==> src/rtl/ws_disp_pkg.sv <==
// rtl/ws_disp_pkg.sv - shared ws display types and constants
package ws_disp_pkg;

    // Nibbles per sequencer word held in each snapshot bank
    localparam int NIBBLES = 14;
    localparam logic [3:0] LAST_IDX = 4'(NIBBLES - 1);

    typedef enum logic [1:0] {
        ST_IDLE    = 2'd0,
        ST_ARM     = 2'd1,
        ST_CAPTURE = 2'd2,
        ST_DONE    = 2'd3
    } snap_state_t;

endpackage

==> src/rtl/ws_pace_strobe.sv <==
// rtl/ws_pace_strobe.sv - periodic one-cycle fetch strobe generator
module ws_pace_strobe #(
    parameter int PERIOD = 16
) (
    input  logic clk_in,
    input  logic reset_in,
    input  logic i_en,
    input  logic i_restart,
    output logic o_strobe
);

    localparam logic [7:0] LAST = 8'(PERIOD - 1);

    logic [7:0] r_count;

    // Count cycles while enabled; a restart zeroes the count so the first
    // strobe lands PERIOD cycles after the restart cycle
    always_ff @(posedge clk_in or negedge reset_in) begin
        if (!reset_in) begin
            r_count <= 8'd0;
        end else if (i_restart) begin
            r_count <= 8'd0;
        end else if (i_en) begin
            r_count <= (r_count == LAST) ? 8'd0 : r_count + 8'd1;
        end
    end

    assign o_strobe = i_en & ~i_restart & (r_count == LAST);

endmodule

==> src/rtl/ws_disp_snapshot.sv <==
// rtl/ws_disp_snapshot.sv - double-buffered snapshot of sequencer A/B nibbles
module ws_disp_snapshot
    import ws_disp_pkg::*;
#(
    parameter int FETCH_PERIOD = 16
) (
    input  logic       clk_in,
    input  logic       reset_in,
    input  logic       acq_in,
    input  logic       seq_word_start_in,
    input  logic       seq_nibble_valid_in,
    input  logic [3:0] a_nibble_in,
    input  logic [3:0] b_nibble_in,
    input  logic [3:0] rd_index_in,
    output logic [3:0] ra_o,
    output logic [3:0] rb_o,
    output logic       fetch_strobe_o,
    output logic       snap_valid_o,
    output logic       busy_o
);

    snap_state_t r_state;
    snap_state_t w_next;
    logic [3:0]  r_cnt;
    logic [3:0]  w_cnt_next;
    logic [3:0]  w_wr_idx;
    logic        w_wr;
    logic        w_copy;
    logic        w_start;
    logic        r_pending;
    logic        r_snap_valid;

    logic [3:0] r_sh_a [NIBBLES];
    logic [3:0] r_sh_b [NIBBLES];
    logic [3:0] r_fr_a [NIBBLES];
    logic [3:0] r_fr_b [NIBBLES];

    assign w_start = seq_word_start_in & seq_nibble_valid_in;

    // State and nibble counter registers
    always_ff @(posedge clk_in or negedge reset_in) begin
        if (!reset_in) begin
            r_state <= ST_IDLE;
            r_cnt   <= 4'd0;
        end else begin
            r_state <= w_next;
            r_cnt   <= w_cnt_next;
        end
    end

    // Next state, shadow write control and front-bank copy request
    always_comb begin
        w_next     = r_state;
        w_cnt_next = r_cnt;
        w_wr       = 1'b0;
        w_wr_idx   = r_cnt;
        w_copy     = 1'b0;
        case (r_state)
            ST_IDLE: begin
                if (acq_in) w_next = ST_ARM;
            end
            ST_ARM: begin
                if (w_start) begin
                    w_wr       = 1'b1;
                    w_wr_idx   = 4'd0;
                    w_cnt_next = 4'd1;
                    w_next     = ST_CAPTURE;
                end
            end
            ST_CAPTURE: begin
                if (w_start) begin
                    w_wr       = 1'b1;
                    w_wr_idx   = 4'd0;
                    w_cnt_next = 4'd1;
                end else if (seq_nibble_valid_in) begin
                    w_wr = 1'b1;
                    if (r_cnt == LAST_IDX) begin
                        w_cnt_next = 4'd0;
                        w_next     = ST_DONE;
                    end else begin
                        w_cnt_next = r_cnt + 4'd1;
                    end
                end
            end
            ST_DONE: begin
                w_copy     = 1'b1;
                w_cnt_next = 4'd0;
                w_next     = (r_pending | acq_in) ? ST_ARM : ST_IDLE;
            end
            default: begin
                w_next     = ST_IDLE;
                w_cnt_next = 4'd0;
            end
        endcase
    end

    // Single pending request: latched while busy, consumed when DONE exits
    always_ff @(posedge clk_in or negedge reset_in) begin
        if (!reset_in) begin
            r_pending <= 1'b0;
        end else if (r_state == ST_DONE) begin
            r_pending <= 1'b0;
        end else if (acq_in && (r_state != ST_IDLE)) begin
            r_pending <= 1'b1;
        end
    end

    // Shadow banks take live nibbles; front banks only change in DONE
    always_ff @(posedge clk_in or negedge reset_in) begin
        if (!reset_in) begin
            for (int i = 0; i < NIBBLES; i++) begin
                r_sh_a[i] <= 4'h0;
                r_sh_b[i] <= 4'h0;
                r_fr_a[i] <= 4'h0;
                r_fr_b[i] <= 4'h0;
            end
            r_snap_valid <= 1'b0;
        end else begin
            if (w_wr) begin
                r_sh_a[w_wr_idx] <= a_nibble_in;
                r_sh_b[w_wr_idx] <= b_nibble_in;
            end
            if (w_copy) begin
                r_fr_a       <= r_sh_a;
                r_fr_b       <= r_sh_b;
                r_snap_valid <= 1'b1;
            end
        end
    end

    // Front-bank read port; indices beyond the word read as zero
    always_comb begin
        ra_o = 4'h0;
        rb_o = 4'h0;
        if (rd_index_in <= LAST_IDX) begin
            ra_o = r_fr_a[rd_index_in];
            rb_o = r_fr_b[rd_index_in];
        end
    end

    assign snap_valid_o = r_snap_valid;
    assign busy_o       = (r_state != ST_IDLE);

    ws_pace_strobe #(
        .PERIOD(FETCH_PERIOD)
    ) u_pace (
        .clk_in   (clk_in),
        .reset_in (reset_in),
        .i_en     (r_snap_valid),
        .i_restart(w_copy),
        .o_strobe (fetch_strobe_o)
    );

endmodule

==> config.mk <==
export PLATFORM = sky130hd
export DESIGN_NAME = ws_disp_snapshot
export DESIGN_NICKNAME = d
export VERILOG_FILES = /design/src/rtl/ws_disp_pkg.sv /design/src/rtl/ws_pace_strobe.sv /design/src/rtl/ws_disp_snapshot.sv
export SDC_FILE = /design/constraint.sdc
export NUM_CORES = 1
export LEC_CHECK = 0
export CAP_MARGIN = 5
export CORE_ASPECT_RATIO = 1.75
export CORE_MARGIN = 5
export CORE_UTILIZATION = 51
export DETAILED_ROUTE_END_ITERATION = 7
export PLACE_DENSITY = 0.7
export RECOVER_POWER = 50
export SKIP_CTS_REPAIR_TIMING = 1
export SLEW_MARGIN = 20
export SYNTH_ARGS = -nofsm -noshare
export SYNTH_HDL_FRONTEND = slang
export SYNTH_HIERARCHICAL = 1
export SYNTH_SLANG_ARGS = --single-unit
export TNS_END_PERCENT = 20
==> constraint.sdc <==
create_clock -name clk_in -period 2 [get_ports clk_in]
set_input_delay 0.2 -clock clk_in [delete_from_list [all_inputs] [get_ports clk_in]]
set_output_delay 0.2 -clock clk_in [all_outputs]
set_load 0.01 [all_outputs]
* Word-level counts from Yosys, hierarchy flattened
Index checks and enable logic that the tools add are counted.
W data, S select, Z words.
** Storage, ports and cells
- Output and inout port bits :: 11
- Logic and storage cells :: 131
- Register bits after elaboration :: 240
** Operators by class
- Reduce and logical (&&, ||, !) cells :: 10
- Order comparisons :: 4
- Muxes and demuxes :: 36
- Bitwise logic cells :: 7
- Equal/unequal tests :: 11
- $add $sub $neg :: 2
** Operators with widths (number)
- $bwmux W56 :: 2
- $mux W4 :: 13
- $bmux W4 S4 :: 2
- $mux W8 :: 3
- $demux W4 S4 :: 1
- $pmux W4 S3 :: 1
- $ge A5 B5 Y1 const B :: 2
- $mux W2 :: 5
- $ne A2 B2 Y1 const B :: 5
- $not A4 Y5 :: 2
- $add A8 B1 Y8 const B :: 1
- $eq A8 B4 Y1 const B :: 1
- $pmux W2 S4 :: 1
- $mux W1 :: 7
- $reduce_bool A2 Y1 :: 3
- $lt A5 B1 Y1 const B :: 1
- $reduce_and A5 Y1 :: 1
- $add A4 B1 Y4 const B :: 1
- $eq A2 B2 Y1 const B :: 2
- $eq A4 B4 Y1 const B :: 1
- $le A4 B4 Y1 const B :: 1
- $and A1 B1 Y1 :: 3
- $ne A3 B3 Y1 const B :: 1
- $reduce_and A3 Y1 :: 1
- other kinds (8) :: 9

* Longest topological paths before layout
Gate-level depths: netlist (run 1).
- Depth in word-level cells :: 9
- Mapped depth :: 7

* Cells and area by module
Netlist (run 1), hierarchy kept.
** By module, submodules not included
- ws_disp_snapshot :: area each 9826.9 µm², instances 1, seq. area each 5805.6 µm², cells an instance 625
- ws_pace_strobe :: area each 426.7 µm², instances 1, seq. area each 200.2 µm², cells an instance 46

* Worst setup path before layout (run 1)
Ideal clock, no wire load.
- Path type :: register to register
- Start point :: register r_state[0]
- End point :: register r_sh_b[33] (netlist bit)
- Path buffers :: 0
- Data arrival time :: 1.933 ns
- Cell stages (with the launch flop) :: 7
- Path slack :: -0.058 ns
- Library setup time :: 0.125 ns
- Path through :: dfrtp_1 inv_1 ha_1 and3b_2 nand4_1 nor2_2 mux2_2
** Between the ends
- Cells in the longest elaborated chain, start to end :: 9
- Elaborated cells between the ends (all ways) :: 12
** RTL lines
- start: declaration :: line ws_disp_snapshot.sv:22 : snap_state_t r_state;
- start signal: assignment :: line ws_disp_snapshot.sv:46 : r_state <= w_next;
- $eq A2 B2 Y1 or $eq A2 B1 Y1 (tied branches) :: line ws_disp_snapshot.sv:58 : case (r_state)
- $reduce_or A2 Y1 (no line)
- $mux W4
- $not A4 Y5 (implied by the code) :: line ws_disp_snapshot.sv:121 : r_sh_b[w_wr_idx] <= b_nibble_in;
- $ge A5 B5 Y1 (implied by the code) or $lt A5 B1 Y1 (tied branches) :: line ws_disp_snapshot.sv:121
- $logic_and A1 B1 Y1 (implied by the code) :: line ws_disp_snapshot.sv:121
- $mux W4 (implied by the code) :: line ws_disp_snapshot.sv:121
- $demux W4 S4 :: line ws_disp_snapshot.sv:121
- $bwmux W56 :: line ws_disp_snapshot.sv:121
- end signal: indexed assignment :: line ws_disp_snapshot.sv:121
- end: declaration :: line ws_disp_snapshot.sv:34 : logic [3:0] r_sh_b [NIBBLES];
Several ways; a longest one is shown, not always the timed one.
A chain may end at the register's enable or synchronous reset.

* Worst setup path after layout (run 1)
- Start point :: register r_state[0]
- End point :: register r_sh_b[42] (netlist bit)
The elaborated chain is that of the path after synthesis.

==> results of run 1 <==
## cell type report
type                    count  share of cell area
clock buffers              29             0.05219
well taps                 245             0.02469
flip-flops and latches    240              0.4836
inverters                   8            0.002418
multi-input cells         384              0.3561
clock inverters             9            0.009068
repair buffers             80             0.07194
## worst register-to-register path, cell delays in order, from the launching register on
cell	delay, ns
dfrtp_1	0.36
inv_2	0.06
ha_4	0.26
and3b_2	0.26
nand4_1	0.13
buf_6	0.18
nor3_4	0.21
buf_12	0.18
mux2_4	0.33
## cells in the final DEF (no fill, tap or decap), types with 3 or more instances in the layout
cell,count
a21oi_1,5
inv_1,5
dfrtp_1,240
buf_12,18
a21oi_2,9
mux2_4,59
clkbuf_16,23
nand2b_1,5
nand4_1,5
buf_6,6
buf_4,26
or3_1,3
clkbuf_2,7
mux2_2,174
a22oi_2,8
o21ai_0,7
mux4_2,24
nor2_4,5
clkbuf_8,5
clkinv_2,4
nor3_1,3
ha_1,5
nand3_1,6
o22ai_1,7
clkdlybuf4s50_1,16
nor2_1,9
nand2_1,8
## where the power goes
part	switching [mW]	internal [mW]
clock network	1.79	2.55
logic	1.47	1.62
registers	0.376	5.41
## per-layer routing
metal	track usage	vias to the layer above	wire, um
li1	-	2589	-
met1	0.2466	3072	8897
met2	0.3398	78	11760
met3	0.02238	30	540
met4	0.04974	0	402
met5	0	-	0
## state kept, by name (all words and copies together) (netlist names)
| name | count |
|---|---|
| r_cnt | 4 |
| snap_valid_o | 1 |
| r_sh_b | 56 |
| u_pace/r_count | 8 |
| r_fr_a | 56 |
| r_state | 2 |
| r_fr_b | 56 |
| r_pending | 1 |
| r_sh_a | 56 |
## metrics by stage
step	hold WS [ns]	worst slack (ns)	setup TNS [ns]
2_1_floorplan	-0.09559	-0.05776	-2.829
3_3_place_gp	0.1712	-0.2882	-3.838
3_5_place_dp	0.1840	-0.3463	-5.385
4_1_cts	-0.3494	-0.4407	-8.452
5_1_grt	0.3869	-0.1835	-6.978
6_report	0.3326	-0.09177	-0.9582
## final timing paths
kind	startpoint	end
worst max-delay path	r_state[0]$_DFFE_PN0P_	r_sh_b[42]$_DFFE_PN0P_
worst min-delay path	acq_in	r_pending$_DFFE_PN0P_
worst max register to register	r_state[0]$_DFFE_PN0P_	r_sh_b[42]$_DFFE_PN0P_
worst min register to register	r_pending$_DFFE_PN0P_	r_pending$_DFFE_PN0P_
max in group asynchronous	reset_in	r_sh_b[24]$_DFFE_PN0P_
min in group asynchronous	reset_in	r_pending$_DFFE_PN0P_
## logic make-up after synthesis
group	synth area share
mux	0.3106
flops	0.5857
simple gates	0.03941
compound gates	0.03417
buf+inv	0.01952
fa+ha+maj	0.009762
xor+xnor	0.0008543
==> flow_metrics.tcl, run 1 <==
set metrics [dict create \
    fmax_mhz 478.1 \
    place.gp.congestion 0.8395 \
    regArea_mm2 0.006006 \
    grt_pass1_vias 6452 \
    antenna_found_initial 0 \
    hold_class "in -> reg" \
    fill_cells 1492 \
    dpl.cell_count 951 \
    start_kind "flop" \
    cp.required_ns 2.38 \
    ys_types 49 \
    worst-path-max-fanout 8 \
    core.rowCount 68 \
    period_minus_slack_ns 2.092 \
    post-route-period-util 1.046 \
    worst_path_max_delay_cell "dfrtp_1" \
    async_flop_share 1.000 \
    power.density_mw_per_mm2 1064 \
    total_power_mw 13.21 \
    ant_nets 0 \
    pin_count 28 \
    ys_seq_elements 240 \
    gr-total-overflow 0 \
    max_stage_delay_ns 0.36 \
    cts.htree.levels 1 \
    synth.most_common_cell "dfrtp_1" \
    drive_above_1_share 0.5307 \
    cp_num_buf_inv 3 \
    final_nets 761 \
    outcome "finished with violations" \
    p_leak_nw 5.937 \
    core-area_mm2 0.01974 \
    rsz0062_at_grt "yes" \
    clock_skew_ns 0.01420 \
    final_cell_area_mm2 0.01242 \
    max_cap_violations 1 \
    wirelength_mm 21.60 \
    antenna_cells 0 \
    violations "capacitance limit, slew limit, setup timing" \
    synth_common_cells "dfrtp_1, mux2_2, mux4_2" \
    worst_slew_pin_slew_ns 1.653 \
    drt_first_pass_iters 4 \
    grt_max_degree 99 \
    rr_worst_depth 8 \
    synth_warnings 6 \
    final-hold-violation-count 0 \
    report.final.slew_viol_count 58 \
    area_growth_pct 21.11 \
    initial_core_util 0.5195 \
    avgSynthCellArea_um2 15.28 \
    die_y_um 197.6 \
    synth.top_cell.area_share 0.5857 \
    ys_seq_area_frac 0.5857 \
    multi_input_area_mm2 0.004422 \
    syn_inst 671 \
    path_cells "inv_2 -> ha_4 -> and3b_2 -> nand4_1 -> buf_6 -> nor3_4 -> buf_12 -> mux2_4" \
    grtUsageTotal 0.1916 \
    dieArea_mm2 0.02315 \
    synth_edf_count 0 \
    cp_top_family "simple AND/OR/NAND/NOR gates" \
    cp.arrival_ns 2.47 \
    cts_tree "yes" \
    cts_buffer_depth 3 \
    setup_viol 23 \
    syn_nets 696 \
    cts.reportedPaths.clkPinSlew_ns 0.07 \
    num_vias 5769 \
    cts-root-buf "clkbuf_16" \
    peakVddDrop_mv 1.627 \
    place_area_mm2 0.01130 \
    cts_made_buffers 22 \
    cts_sinks 240 \
    grt_pass1_wl_mm 34.82 \
    portBuffers 27 \
    insertion_delay_ns 0.50 \
    netlist_top_cells_area "dfrtp_1, mux2_2, mux4_2" \
    crit_type "reg -> reg" \
    viasPerCell 5.798 \
    synth_area_mm2 0.01025 \
    fin_util 0.6291 \
    drt_iter0_drc 206 \
    final_cells 995 \
    dp_hpwl_mm 14.49 \
    wire_per_inst_um 21.71 \
    path_depth 8 \
    synth_ff_type "dfrtp_1" \
    yosys.area.top_type "dfrtp_1" \
    drc 0 \
    critPathCaptureType "flop" \
    setup_ws_ns -0.09177 \
    die_w_um 117.2 \
    slew-limit-headroom -0.1017 \
    r2r_slack_ns -0.09 \
    hold_path_depth 3 \
]
Note: power is estimated with default switching activity, not from simulation.
==> run 2: changes to the inputs <==
--- a/config.mk
+++ b/config.mk
@@ -8,9 +8,10 @@
 export CAP_MARGIN = 5
 export CORE_ASPECT_RATIO = 1.75
 export CORE_MARGIN = 5
-export CORE_UTILIZATION = 51
+export CORE_UTILIZATION = 55
+export CTS_CLUSTER_SIZE = 16
 export DETAILED_ROUTE_END_ITERATION = 7
-export PLACE_DENSITY = 0.7
+export PLACE_DENSITY = 0.75
 export RECOVER_POWER = 50
 export SKIP_CTS_REPAIR_TIMING = 1
 export SLEW_MARGIN = 20
==> flow_metrics.tcl, run 2 (synthesis gave the netlist of run 1 again) <==
set metrics [dict create \
    cts_tree "yes" \
    place.gp.congestion 0.8050 \
    post-route-period-util 1.039 \
    internal_power_mw 9.690 \
    p_leak_nw 5.907 \
    cp_top_family "simple AND/OR/NAND/NOR gates" \
    worst_slew_pin_slew_ns 1.517 \
    layout.cells.most_common_list "dfrtp_1, mux2_2, mux2_4" \
    start_kind "flop" \
    drt_first_pass_iters 4 \
    grt_pass1_wl_mm 35.58 \
    cp_num_buf_inv 3 \
    antenna_cells 0 \
    use_met2 0.3715 \
    cts.reportedPaths.clkPinSlew_ns 0.07 \
    worst-path-max-fanout 8 \
    final_nets 766 \
    fin_tns_setup_ns -1.027 \
    area_growth_pct 20.51 \
    outcome "finished with violations" \
    ant_nets 0 \
    gr-total-overflow 0 \
    violations "capacitance limit, slew limit, setup timing" \
    antenna_found_initial 0 \
    rsz0062_at_grt "yes" \
    slew-limit-headroom -0.01101 \
    clock_skew_ns 0.01382 \
    final_cells 993 \
    p_clk_frac 0.332 \
    max_cap_violations 1 \
    p_seq_frac 0.433 \
    crit_type "reg -> reg" \
    place_ws_ns -0.3606 \
    wirelength_mm 22.23 \
    hold_class "in -> reg" \
    core-area_mm2 0.01850 \
    power.density_mw_per_mm2 1081 \
    cts.htree.levels 1 \
    dieArea_mm2 0.02158 \
    drt_iter0_drc 296 \
    setup_ws_ns -0.07729 \
    grt_max_degree 99 \
    fin_util 0.6680 \
    comb_power_share 0.234 \
    report.final.slew_viol_count 58 \
    dp_hpwl_mm 14.55 \
    fmax_mhz 481.4 \
    die_w_um 113.2 \
    mostFrequentLayoutCell "dfrtp_1" \
    multi_input_area_mm2 0.004353 \
    dpl.cell_count 948 \
    cts-root-buf "clkbuf_16" \
    switching_share 0.2744 \
    die_y_um 190.6 \
    portBuffers 27 \
    num_vias 5867 \
    core.rowCount 66 \
    gr-usage-met1 0.2631 \
    use_met3 0.02699 \
    peakVddDrop_mv 1.475 \
    cts_sinks 240 \
    cp.required_ns 2.39 \
    p_switching_mw 3.664 \
    regArea_mm2 0.006006 \
    initial_core_util 0.5543 \
    wire_per_inst_um 22.39 \
    cts_made_buffers 22 \
    grtUsageTotal 0.2087 \
    total_power_mw 13.35 \
    final-hold-violation-count 0 \
    insertion_delay_ns 0.51 \
    worst_path_max_delay_cell "dfrtp_1" \
    drc 0 \
    pin_count 28 \
    drive_above_1_share 0.5364 \
    grt-busiest-layer "met2" \
    path_cells "inv_2 -> ha_4 -> and3b_2 -> buf_6 -> nand4b_4 -> or3_4 -> buf_12 -> mux2_2" \
    critPathCaptureType "flop" \
    cts_buffer_depth 3 \
    grt_pass1_vias 6393 \
    setup_viol 30 \
    period_minus_slack_ns 2.077 \
    cp.arrival_ns 2.47 \
    fill_cells 1277 \
    viasPerCell 5.908 \
    max_stage_delay_ns 0.37 \
]
run 2: routing by layer:
metal	up-vias	wire length [um]
met4	0	610
met1	3151	8824
met5	-	0
met2	86	12060
li1	2586	-
met3	44	739
run 2: power groups by stage:
stage	clock network (mW)	registers (mW)	logic, mW
after floorplan	0	5.71	2.07
final	4.43	5.79	3.13
after global routing	4.69	5.84	3.36
after global placement	0	5.81	2.81
after CTS	4.50	5.78	2.97
after detailed placement	0	5.86	2.96
run 2: worst paths after layout:
path                       slack, ns  cells past startpoint              startpoint                     end
setup / recovery               -0.08                      8  r_state[1]$_DFFE_PN0P_  r_sh_b[45]$_DFFE_PN0P_
hold / removal                  0.39                      3                  acq_in   r_pending$_DFFE_PN0P_
setup reg to reg               -0.08                      8  r_state[1]$_DFFE_PN0P_  r_sh_b[45]$_DFFE_PN0P_
hold reg to reg                 0.50                      1  r_sh_b[20]$_DFFE_PN0P_  r_fr_b[20]$_DFFE_PN0P_
max in group asynchronous       0.28                      3                reset_in  r_fr_a[45]$_DFFE_PN0P_
min in group asynchronous       0.61                      2                reset_in   r_sh_a[5]$_DFFE_PN0P_
run 2: layout make-up:
type | instances | area share
Tap cell | 238 | 0.02410
Inverter | 8 | 0.002430
Clock inverter | 5 | 0.008404
Clock buffer | 33 | 0.05286
Sequential cell | 240 | 0.4860
Timing Repair Buffer | 85 | 0.07392
Multi-Input combinational cell | 384 | 0.3523
run 2: worst reg2reg max path, cell delays in order (launching register included):
cell	delay, ns
dfrtp_1	0.37
inv_2	0.07
ha_4	0.26
and3b_2	0.23
buf_6	0.12
nand4b_4	0.10
or3_4	0.36
buf_12	0.16
mux2_2	0.28
run 2: stage by stage:
step / cell area (um^2) / hold WS [ns]
finish: 12360 / 0.3877
global route: 12360 / 0.4069
CTS: 12040 / -0.3793
detailed placement: 11280 / 0.1712
global placement: 11280 / 0.1619
floorplan: 10250 / -0.09559
==> run 3: changes to the inputs <==
--- a/config.mk
+++ b/config.mk
@@ -6,7 +6,7 @@
 export NUM_CORES = 1
 export LEC_CHECK = 0
 export CAP_MARGIN = 5
-export CORE_ASPECT_RATIO = 1.75
+export CORE_ASPECT_RATIO = 2
 export CORE_MARGIN = 5
 export CORE_UTILIZATION = 55
 export CTS_CLUSTER_SIZE = 16
@@ -14,7 +14,7 @@
 export PLACE_DENSITY = 0.75
 export RECOVER_POWER = 50
 export SKIP_CTS_REPAIR_TIMING = 1
-export SLEW_MARGIN = 20
+export SLEW_MARGIN = 5
 export SYNTH_ARGS = -nofsm -noshare
 export SYNTH_HDL_FRONTEND = slang
 export SYNTH_HIERARCHICAL = 1
==> flow_metrics.tcl, run 3 (synthesis gave the netlist of run 1 again) <==
set metrics [dict create \
    path_cells "mux4_2 -> a22oi_2 -> a21oi_1 -> buf_4 -> dlymetal6s2s_1" \
    cp_top_family "multiplexers" \
    wirelength_mm 22.25 \
    cp.arrival_ns 1.92 \
    r2r_slack_ns -0.07 \
    final-hold-violation-count 0 \
    period_minus_slack_ns 2.121 \
    setup_viol 19 \
    drt_iter0_drc 285 \
    die_w_um 106.5 \
    clock_skew_ns 0.01092 \
    cts.htree.levels 1 \
    worstReg2RegStart "r_state[1]$_DFFE_PN0P_" \
    drive_above_1_share 0.5352 \
    num_vias 5854 \
    worstHoldStart "acq_in" \
    pin_count 28 \
    worst_slew_pin_slew_ns 1.575 \
    hold_path_depth 3 \
    cts-root-buf "clkbuf_16" \
    core-area_mm2 0.01831 \
    initial_core_util 0.5602 \
    gr-total-overflow 0 \
    cts.reportedPaths.clkPinSlew_ns 0.07 \
    whs_ns 0.3445 \
    violations "capacitance limit, slew limit, setup timing" \
    critPathCaptureType "output port" \
    area_growth_pct 20.57 \
    die_y_um 203.1 \
    peakVddDrop_mv 0.6475 \
    fmax_mhz 471.5 \
    drt_first_pass_iters 6 \
    place_area_mm2 0.01124 \
    portBuffers 27 \
    start_kind "flop" \
    setup_ws_ns -0.1208 \
    place.gp.congestion 0.8282 \
    rr_worst_depth 8 \
    cts_sinks 240 \
    ant_nets 0 \
    wire_per_inst_um 22.96 \
    cts_buffer_depth 3 \
    r2r_end "r_sh_b[51]$_DFFE_PN0P_" \
    dp_hpwl_mm 14.93 \
    outcome "finished with violations" \
    slew-limit-headroom -0.04970 \
    crit_start "r_fr_a[11]$_DFFE_PN0P_" \
    mostFrequentLayoutCell "dfrtp_1" \
    hold_class "in -> reg" \
    max_stage_delay_ns 0.48 \
    cts_tree "yes" \
    power.density_mw_per_mm2 1054 \
    fin_util 0.6754 \
    grt_max_degree 87 \
    core.rowCount 70 \
    grt_pass1_wl_mm 35.82 \
    dieArea_mm2 0.02164 \
    cp_num_buf_inv 2 \
    fill_cells 1197 \
    antenna_cells 0 \
    cp.required_ns 1.80 \
    worst_path_max_delay_cell "mux4_2" \
    insertion_delay_ns 0.51 \
    p_leak_nw 5.932 \
    worst-path-max-fanout 2 \
    final_nets 763 \
    report.final.slew_viol_count 57 \
    grtUsageTotal 0.2102 \
    cts_made_buffers 21 \
    post-route-period-util 1.060 \
    final_cell_area_mm2 0.01236 \
    crit_type "reg -> out" \
    max_cap_violations 1 \
    grt_pass1_vias 6497 \
    drc 0 \
    antenna_found_initial 0 \
    min_to "r_pending$_DFFE_PN0P_" \
    rsz0062_at_grt "yes" \
    viasPerCell 6.041 \
    layout.cells.most_common_list "dfrtp_1, mux2_2, mux2_4" \
]
-- run 3: cell count changes in the layout (fill, tap and decap cells not counted), sizes merged --
| cell | before | now |
|---|---|---|
| buf | 59 | 57 |
| bufinv | 3 | 2 |
| clkbuf | 42 | 38 |
| clkdlybuf4s50 | 16 | 15 |
| clkinv | 2 | 3 |
| clkinvlp | 0 | 2 |
| dlymetal6s2s | 0 | 3 |
-- run 3: metal layers --
metal / global-route usage / share of wire / vias to the layer above / wire length (um)
li1: - / - / 2581 / -
met1: 0.2570 / 0.39 / 3143 / 8743
met2: 0.3843 / 0.56 / 88 / 12380
met3: 0.02354 / 0.023 / 42 / 514
met4: 0.06950 / 0.027 / 0 / 608
met5: 0 / 0 / - / 0
-- run 3: worst min-delay path: stages --
cell and delay (ns):
clkdlybuf4s50_1 0.43, a21oi_1 0.13, nor2_1 0.04
-- run 3: area by class of cell --
class                      count  area [um^2]  share of cell area
tap                          216        270.3             0.02186
sequential                   240         6006              0.4858
clock inverter                 7        93.84            0.007590
clock buffer                  31        623.1             0.05040
timing repair buffer          83        890.9             0.07206
multi-input combinational    384         4449              0.3599
inverter                       8        30.03            0.002429
-- run 3: metrics by stage --
step | setup TNS (ns) | std cells | setup WS [ns] | power [mW]
after global routing | -16.01 | 969 | -0.1854 | 13.58
final | -0.6266 | 969 | -0.1208 | 13.03
after CTS | -7.517 | 963 | -0.4801 | 12.98
after detailed placement | -6.320 | 925 | -0.3509 | 8.768
after floorplan | -2.829 | 671 | -0.05776 | 7.783
after global placement | -4.041 | 925 | -0.3773 | 8.623
-- run 3: worst max-delay path by stage --
stage / to / slack [ns] / depth (start not counted)
final: ra_o[3] / -0.12 / 5
after global routing: r_sh_b[51]$_DFFE_PN0P_ / -0.19 / 8
after CTS: ra_o[3] / -0.48 / 5
after detailed placement: rb_o[3] / -0.35 / 7
after global placement: ra_o[3] / -0.38 / 8
after floorplan: r_sh_b[33]$_DFFE_PN0P_ / -0.06 / 6
-- run 3: report_power, final --
group	internal (mW)	switching, mW
combinational	1.58	1.46
sequential	5.41	0.372
clock	2.43	1.77
total	9.42	3.60
